File: config.mk
export PLATFORM = sky130hd
export DESIGN_NAME = pld_demux_onehot_flat
export DESIGN_NICKNAME = d
export VERILOG_FILES = /design/src/rtl/pld_demux_onehot_if.sv /design/src/rtl/pld_demux_onehot.sv /design/src/flat_wrapper.sv
export SDC_FILE = /design/constraint.sdc
export NUM_CORES = 1
export LEC_CHECK = 0
export ABC_AREA = 1
export CORE_ASPECT_RATIO = 1.1
export CORE_UTILIZATION = 50
export DETAILED_ROUTE_END_ITERATION = 7
export GPL_ROUTABILITY_DRIVEN = 0
export GPL_TIMING_DRIVEN = 0
export HOLD_SLACK_MARGIN = 0.06
export MAX_ROUTING_LAYER = met4
export PLACE_DENSITY = 0.93
export REMOVE_ABC_BUFFERS = 1
export SLEW_MARGIN = 20
export SYNTH_ARGS = -nofsm -noshare
export SYNTH_HDL_FRONTEND = slang
export SYNTH_SLANG_ARGS = --single-unit
File: constraint.sdc
create_clock -name clk -period 2.4 [get_ports clk]
set_input_delay 0.6 -clock clk [delete_from_list [all_inputs] [get_ports clk]]
set_output_delay 0.6 -clock clk [all_outputs]
set_load 0.1 [all_outputs]
File: src/rtl/pld_demux_onehot_if.sv
// Bus bundle for pld_demux_onehot: one input beat stream fanned out to WIDTH output channels.
// err_flag/err_cnt exist only when PLD_DEMUX_ERR_CHK_EN is defined.
interface pld_demux_onehot_if #(
  parameter int WIDTH     = 4,
  parameter int PLD_WIDTH = 32
);
  logic                 in_vld;
  logic                 in_rdy;
  logic [WIDTH-1:0]     in_dest_onehot;
  logic [PLD_WIDTH-1:0] in_pld;
  logic [WIDTH-1:0]     v_out_vld;
  logic [WIDTH-1:0]     v_out_rdy;
  logic [PLD_WIDTH-1:0] v_out_pld [WIDTH];
`ifdef PLD_DEMUX_ERR_CHK_EN
  logic                 err_flag;
  logic [7:0]           err_cnt;

  modport master (
    output in_vld, in_dest_onehot, in_pld, v_out_rdy,
    input  in_rdy, v_out_vld, v_out_pld, err_flag, err_cnt
  );
  modport slave (
    input  in_vld, in_dest_onehot, in_pld, v_out_rdy,
    output in_rdy, v_out_vld, v_out_pld, err_flag, err_cnt
  );
`else
  modport master (
    output in_vld, in_dest_onehot, in_pld, v_out_rdy,
    input  in_rdy, v_out_vld, v_out_pld
  );
  modport slave (
    input  in_vld, in_dest_onehot, in_pld, v_out_rdy,
    output in_rdy, v_out_vld, v_out_pld
  );
`endif
endinterface

File: src/rtl/pld_demux_onehot.sv
// One-hot payload demux: each channel owns a single output register that can drain and reload in one cycle.
// Define PLD_DEMUX_ERR_CHK_EN to drop zero/multi-hot destinations and count them instead of broadcasting.
module pld_demux_onehot #(
  parameter int WIDTH     = 4,
  parameter int PLD_WIDTH = 32
) (
  input  logic             clk,
  input  logic             rst_n,
  pld_demux_onehot_if.slave bus
);

  localparam logic [WIDTH-1:0] ONE = WIDTH'(1);

  logic [WIDTH-1:0]     vld_q;
  logic [WIDTH-1:0]     chan_free;
  logic [WIDTH-1:0]     load_mask;
  logic [PLD_WIDTH-1:0] pld_q [WIDTH];
  logic                 dest_ok;
  logic                 fire;

  // A channel can take a new beat if it is empty or being drained this cycle.
  assign chan_free = ~vld_q | bus.v_out_rdy;
  assign dest_ok   = &(chan_free | ~bus.in_dest_onehot);
  assign fire      = bus.in_vld & bus.in_rdy;

`ifdef PLD_DEMUX_ERR_CHK_EN
  logic       dest_legal;
  logic       err_flag_q;
  logic [7:0] err_cnt_q;

  assign dest_legal = (bus.in_dest_onehot != '0) &&
                      ((bus.in_dest_onehot & (bus.in_dest_onehot - ONE)) == '0);
  assign bus.in_rdy = dest_legal ? dest_ok : 1'b1;
  assign load_mask  = {WIDTH{fire & dest_legal}} & bus.in_dest_onehot;

  // Illegal beats are swallowed; the counter saturates so it never wraps back to a clean-looking value.
  always_ff @(posedge clk or negedge rst_n) begin
    if (!rst_n) begin
      err_flag_q <= 1'b0;
      err_cnt_q  <= 8'd0;
    end else if (fire && !dest_legal) begin
      err_flag_q <= 1'b1;
      if (err_cnt_q != 8'hFF) begin
        err_cnt_q <= err_cnt_q + 8'd1;
      end
    end
  end

  assign bus.err_flag = err_flag_q;
  assign bus.err_cnt  = err_cnt_q;
`else
  // Multi-hot broadcasts atomically; an all-zero mask is accepted and vanishes.
  assign bus.in_rdy = dest_ok;
  assign load_mask  = {WIDTH{fire}} & bus.in_dest_onehot;
`endif

  always_ff @(posedge clk or negedge rst_n) begin
    if (!rst_n) begin
      vld_q <= '0;
    end else begin
      vld_q <= load_mask | (vld_q & ~bus.v_out_rdy);
    end
  end

  for (genvar g = 0; g < WIDTH; g++) begin : g_chan
    always_ff @(posedge clk or negedge rst_n) begin
      if (!rst_n) begin
        pld_q[g] <= '0;
      end else if (load_mask[g]) begin
        pld_q[g] <= bus.in_pld;
      end
    end
    assign bus.v_out_pld[g] = pld_q[g];
  end

  assign bus.v_out_vld = vld_q;

endmodule

File: src/flat_wrapper.sv
// flat-port wrapper written by rule: the top's interface ports become plain ports
module pld_demux_onehot_flat 
#(
  parameter int WIDTH     = 4,
  parameter int PLD_WIDTH = 32
)
  (clk, rst_n, bus_in_vld, bus_in_dest_onehot, bus_in_pld, bus_v_out_rdy, bus_in_rdy, bus_v_out_vld, bus_v_out_pld);
  pld_demux_onehot_if #(.WIDTH(WIDTH), .PLD_WIDTH(PLD_WIDTH)) bus_i ();
  input  logic clk;
  input  logic rst_n;
  input wire logic [$bits(bus_i.in_vld)-1:0] bus_in_vld;
  input wire logic [$bits(bus_i.in_dest_onehot)-1:0] bus_in_dest_onehot;
  input wire logic [$bits(bus_i.in_pld)-1:0] bus_in_pld;
  input wire logic [$bits(bus_i.v_out_rdy)-1:0] bus_v_out_rdy;
  output wire logic [$bits(bus_i.in_rdy)-1:0] bus_in_rdy;
  output wire logic [$bits(bus_i.v_out_vld)-1:0] bus_v_out_vld;
  output wire logic [$bits(bus_i.v_out_pld)-1:0] bus_v_out_pld;
  assign bus_i.in_vld = bus_in_vld;
  assign bus_i.in_dest_onehot = bus_in_dest_onehot;
  assign bus_i.in_pld = bus_in_pld;
  assign bus_i.v_out_rdy = bus_v_out_rdy;
  assign bus_in_rdy = bus_i.in_rdy;
  assign bus_v_out_vld = bus_i.v_out_vld;
  assign bus_v_out_pld = {>>{bus_i.v_out_pld}};
  pld_demux_onehot #(.WIDTH(WIDTH), .PLD_WIDTH(PLD_WIDTH)) u_core (.clk(clk), .rst_n(rst_n), .bus(bus_i));
endmodule
==> impl_metrics.json <==
{
  "yosys_warnings": 0,
  "dieArea_sq_um": 11510,
  "yosys.area.top_type": "dfrtp_1",
  "p_leak_nw": 4.186,
  "cap_violations": 0,
  "grt_overflow": 0,
  "yosysTopAreaCellShare": 0.5962,
  "yosysMostFrequentCell": "nand2_1",
  "ys.flop_type": "dfrtp_1",
  "cpMaxStageDelayCell": "clkdlybuf4s50_1",
  "seq_area_frac_synth": 0.5962,
  "finalWorstPathRequiredPeriod_ps": 2324,
  "path_clk_slew_ps": 60,
  "syn2layout_area_growth_pct": 41.67,
  "dp_hpwl_mm": 10.12,
  "synth-seq-cells": 132,
  "multi_input_area_sq_um": 2002,
  "cts_hold_buf": 0,
  "synthTopCellsByCount": "nand2_1, dfrtp_1, nand4_1",
  "cellPowerDensity_nw_per_um2": 1386,
  "wl_met3_mm": 1.527,
  "die_h_um": 112.4,
  "worst_pin_slew_ps": 1006,
  "grt_pass1_wl_mm": 27.92,
  "finalCritPeriodShare": 0.9682,
  "status": "complete, no violations",
  "ys_types": 12,
  "grt_usage": 0.3345,
  "cts_tree": "built",
  "slew_headroom": 0.3317,
  "fmax_ghz": 0.4304,
  "clockRootBuffer": "clkbuf_16",
  "drive_gt1_frac": 0.07398,
  "insertion_delay_ps": 400,
  "drt-total-wl_mm": 17.91,
  "htree_levels": 4,
  "route.detailed.drc": 0,
  "crit_path_start_kind": "input pin",
  "io_buffer_count": 175,
  "met2_length_mm": 9.235,
  "slowest_delay_ps": 460,
  "ant_nets": 0,
  "fp.dieW_um": 102.4,
  "antenna_found_initial": 0,
  "synth_cells": 596,
  "avgRoutedWirePerCell_um": 19.90,
  "worstPathCellList": "clkdlybuf4s50_1 > inv_1 > nand3_1 > nand2_4 > nor2_8 > buf_12",
  "first_global_vias": 5272,
  "cp.arrival_ps": 1720,
  "async_reset_ff_frac": 1.000,
  "n_antenna_cell": 0,
  "num_vias": 5303,
  "power.total_mw": 10.88,
  "final_nets": 787,
  "yosys-top-cells-area": "dfrtp_1, nand2_1, nand4_1, buf_2, buf_6",
  "rsz0062_at_grt": "no",
  "final_max_slew_viol_count": 0,
  "vias_per_cell": 5.892,
  "finalHoldViolCount": 0,
  "start_util": 0.5232,
  "top_layer": "met4",
  "end_kind": "primary output",
  "regArea_sq_um": 3303,
  "finalSetupViolCount": 0,
  "critPathTopFamily": "buffers and inverters",
  "num-fill-cells": 776,
  "cts_buffers": 17,
  "clkSinkCount": 132,
  "worstSetupPathType": "input pin to primary output",
  "hold_path_class": "input pin to asynchronous set/reset pin",
  "rows": 39,
  "final_core_util": 0.7412,
  "cp.buffers_inverters": 3,
  "coreArea_sq_um": 10590,
  "drt-initial-drc-count": 458,
  "drt-pass1-iter-count": 6,
  "vdd.ir_drop.worst_uv": 782.9,
  "m1WireLength_mm": 6.599,
  "path_max_fanout": 3,
  "grt_start_max_net_pins": 74,
  "synthesis.area_sq_um": 5540,
  "clk_path_buf_depth": 2,
  "syn_avg_cell_area_sq_um": 9.296,
  "synth_edf_count": 0,
  "ios": 176,
  "crit_required_ps": 1800,
  "final.setup_skew_ps": 5.146
}
registers in the layout, summed over array words and instances, names as in the netlist:
name,flops
u_core.bus.v_out_pld,128
u_core.bus.v_out_vld,4
repair_timing:
action / CTS / global route
cloned: 4 / 1
gates resized for setup: 151 / 5
endpoints found under the setup margin: 265 / 35
setup buffers: 3 / 0
pin swaps: 4 / 0
report_power, final:
| part | switching (mW) | internal [mW] | total, mW |
|---|---|---|---|
| registers | 0.266 | 2.69 | 2.96 |
| logic | 4.37 | 0.748 | 5.12 |
| clock network | 0.927 | 1.88 | 2.80 |
stage by stage:
stage               hold slack, ps  setup slack [ps]  cells  instance area [sq um]   TNS, ps
CTS                          173.5            -21.72    899                   7812    -79.54
global route                 202.9             11.01    900                   7849         0
detailed placement           457.4             -1489    860                   7192   -142200
finish                       164.5             76.32    900                   7849         0
floorplan                    304.4            -880.1    539                   5200   -116160
global placement             452.4             -4026    857                   7131  -1015100
per-layer routing:
layer	vias up	global-route usage
met4	0	0.1524
li1	2334	-
met1	2584	0.3974
met2	329	0.5450
met3	56	0.06787
met5	-	-
path summary, 6_finish.rpt:
path	start	to	slack, ps	depth (start not counted)
setup / recovery	bus_v_out_rdy[3]	bus_in_rdy	80	6
hold / removal	rst_n	u_core.bus.v_out_pld[49]$_DFFE_PN0P_	160	1
setup reg to reg	u_core.bus.v_out_vld[3]$_DFF_PN0_	u_core.bus.v_out_pld[6]$_DFFE_PN0P_	410	8
hold reg to reg	u_core.bus.v_out_pld[24]$_DFFE_PN0P_	u_core.bus.v_out_pld[24]$_DFFE_PN0P_	460	2
max in group asynchronous	rst_n	u_core.bus.v_out_pld[97]$_DFFE_PN0P_	1500	2
min in group clk	u_core.bus.v_out_pld[24]$_DFFE_PN0P_	u_core.bus.v_out_pld[24]$_DFFE_PN0P_	460	2
area by class of cell:
class,instances,area share
timing repair buffer,181,0.2170
clock inverter,8,0.01849
sequential,132,0.4209
multi-input combinational,408,0.2551
tap,143,0.02280
inverter,4,0.001913
clock buffer,24,0.06392
placed cells by master, fill, tap and decap left out:
cell / netlist / layout
clkbuf_16: 0 / 17
clkdlybuf4s50_1: 0 / 36
inv_1: 4 / 4
nand4_1: 128 / 128
clkbuf_8: 0 / 5
nand2_4: 0 / 2
clkbuf_1: 15 / 2
clkinvlp_4: 0 / 2
dfrtp_1: 132 / 132
nand3_4: 0 / 7
clkinv_2: 0 / 2
buf_12: 0 / 2
nor2_8: 1 / 1
buf_4: 2 / 7
dlygate4sd2_1: 0 / 132
buf_16: 0 / 3
buf_6: 11 / 1
nand2_2: 1 / 1
bufinv_16: 0 / 4
nand2_1: 265 / 263
nor2_4: 0 / 2
nand3_1: 4 / 4
cells by family after synthesis:
logic type             Yosys count  synth area share
buffers and inverters           61           0.06414
and+or+nand+nor                403            0.3397
DFF                            132            0.5962
Power figures use the tool's default switching activity.
==> edit: new RTL, same flow settings <==
`PLD_WIDTH` is set to 32 in 3 places; all go to 64.
--- a/src/rtl/pld_demux_onehot_if.sv
+++ b/src/rtl/pld_demux_onehot_if.sv
@@ -3,5 +3,5 @@
 interface pld_demux_onehot_if #(
   parameter int WIDTH     = 4,
-  parameter int PLD_WIDTH = 32
+  parameter int PLD_WIDTH = 64
 );
   logic                 in_vld;
--- a/src/rtl/pld_demux_onehot.sv
+++ b/src/rtl/pld_demux_onehot.sv
@@ -3,5 +3,5 @@
 module pld_demux_onehot #(
   parameter int WIDTH     = 4,
-  parameter int PLD_WIDTH = 32
+  parameter int PLD_WIDTH = 64
 ) (
   input  logic             clk,
--- a/src/flat_wrapper.sv
+++ b/src/flat_wrapper.sv
@@ -3,5 +3,5 @@
 #(
   parameter int WIDTH     = 4,
-  parameter int PLD_WIDTH = 32
+  parameter int PLD_WIDTH = 64
 )
   (clk, rst_n, bus_in_vld, bus_in_dest_onehot, bus_in_pld, bus_v_out_rdy, bus_in_rdy, bus_v_out_vld, bus_v_out_pld);
Interface: changed (resized bus_in_pld and bus_v_out_pld); port bits go from 176 to 336. The function was not compared with the original's and may differ.
==> edit against the original RTL <==
  * Area after synthesis rose by 92%
  * Synthesized cell count rose by 95%
  * Via count rose by 99%
  * Fmax fell by 2.6%
  * Sequential cell count rose by 128
  * Core utilization fell by 0.71 points
  * Die area rose by 90%
  * Wire length rose by 110%
  * Worst setup slack got worse by 0.063 ns
  * Non-clock buffer count rose by 188
  * Sequential share of layout area rose by 0.70 points
  * Total power rose by 88%
  * Sequential power rose by 96%
  * Final area rose by 94%
  * Largest power group unchanged
  * Highest routed layer unchanged
==> edit: results <==
hold_path:
  holdCritPathClass: "in2reg"
placed_design:
  dpl-instance-area_mm2: 0.01433
  pre_cts_slack_ns: -1.543
  buffer_ports.inserted: 335
  hpwlAfterDp_um: 21150
power_and_ir_drop:
  power.ir.vdd_worst_mv: 0.8502
  leakage_uw: 0.008108
  power_density_over_cell_area_mw_per_mm2: 1344
worst_setup_path:
  critical_path.reg2reg.endpoint: "u_core.bus.v_out_pld[143]"
  timing.critical_path.arrival_ns: 1.79
  worst-r2r-cell-count: 11
  r2r_setup_slack_ns: 0.25
  worst_setup_path_startpoint: "bus_v_out_rdy[0]"
  r2r_start: "u_core.bus.v_out_vld[1]"
  timing.critical_path.fanout_max: 6
  crit_path_end: "bus_in_rdy"
route:
  detail_route.wirelength_um: 37440
  drt_first_pass_iters: 5
  drtIter0Drc: 982
  vias: 10530
global_route:
  groute.usage.overall_pct: 34.51
  maximum_number_of_pins_on_one_net_before_global_route_repair: 135
  grt_pass1_wl_um: 56720
  antenna_found_initial: 0
cells_and_area:
  fillers: 1423
  final_net_count: 1528
  final_layout_size_suffix_gt1_share_pct: 6.653
  antennaDiodeCount: 0
  flip_flop_count_of_the_largest_register_after_layout: 256
clock_tree:
  cts.clk_slew.worst_paths_ns: 0.06
  numCtsBuffers: 27
  cts_buffer_depth: 3
  clock_insertion_delay_worst_skew_ns: 0.53
  cts-root-buf: "clkbuf_16"
  htreeDepth: 1
synthesis:
  async_flop_share_pct: 100.0
  seq_area_frac_synth_pct: 61.21
  dominantRegCellSynth: "dfrtp_1"
  ys_top_cells_by_area: "dfrtp_1, nand2_1, nand4_1, buf_2, clkbuf_1"
  synthTopCellsByCount: "nand2_1, dfrtp_1, nand4_1"
  ys_warns: 0
  synth.distinct_cells: 10
  synth_edf_count: 0
sta:
  final.period_utilization_pct: 99.44
  worst_slew_pin_slew_ns: 1.034
  final.setup_skew_ns: 0.009329
outcome:
  status: "complete, no violations"
## edit: cell types whose count changed in the layout (fill, tap and decap cells not counted), sizes merged, moves of 2 or more
cell / delta
nand2: +256
clkinv: +4
nor2: -2
buf: +25
dlygate4sd2: +103
clkdlybuf4s15: +25
nand4: +128
clkbuf: +17
dfrtp: +128
clkdlybuf4s50: +31
clkinvlp: -2
## edit: cells by family (layout without fill, tap and decap cells)
kind of cell	Yosys count	in the layout	share of synthesized area (%)
buf+inv	117	422	4.803
flops	260	260	61.21
simple gates	787	791	33.98
## edit: report_power, final
part | internal, uW | total [uW] | leakage, uW | switching (uW)
registers | 5300 | 5800 | 0.00323 | 499
logic | 1560 | 10300 | 0.00442 | 8710
clock network | 2680 | 4380 | 0.000463 | 1700
## edit: timing repair
action / in CTS / in global routing
cloned: 5 / 3
resized for setup: 284 / 27
buffers inserted: 5 / 6
endpoints found under the hold margin: 56 / 0
pin swaps: 2 / 1
setup endpoints to repair: 521 / 217
hold buffers: 1 / 0
## edit: how the worst min path moves through the flow
stage	to	cells past startpoint	slack, ns	start
floorplan	u_core.bus.v_out_pld[0]	0	0.30	rst_n
global placement	u_core.bus.v_out_pld[131]	2	0.45	u_core.bus.v_out_pld[131]
detailed placement	u_core.bus.v_out_pld[161]	2	0.46	u_core.bus.v_out_pld[161]
CTS	u_core.bus.v_out_pld[110]	3	0.39	bus_in_dest_onehot[2]
global route	u_core.bus.v_out_pld[124]	3	0.40	bus_in_dest_onehot[2]
finish	u_core.bus.v_out_pld[124]	3	0.41	bus_in_dest_onehot[2]
## edit: layout make-up
class / count / area share, %
Sequential cell: 260 / 42.79
Clock buffer: 39 / 5.135
Timing Repair Buffer: 369 / 24.05
Inverter: 4 / 0.09874
Clock inverter: 10 / 0.9874
Tap cell: 285 / 2.345
Multi-Input combinational cell: 791 / 24.59
## edit: worst max-delay path, cell delays in order
cell	delay, ns
clkdlybuf4s50_1	0.46
inv_1	0.07
nand3_2	0.07
nand2_2	0.06
nor2_4	0.16
clkbuf_16	0.18
buf_16	0.17
## edit: metrics by stage
step,total power [uW],instances
after global routing,21020,1758
after detailed placement,16610,1690
final,20440,1758
after CTS,20390,1750
after floorplan,13600,1051
after global placement,16370,1671
## edit: metal layers
metal | vias up | wire length, um | GRT usage, %
li1 | 4571 | - | -
met1 | 5108 | 13550 | 40.54
met2 | 690 | 18300 | 56.41
met3 | 158 | 3504 | 6.002
met4 | 0 | 2086 | 19.67
met5 | - | 0 | -
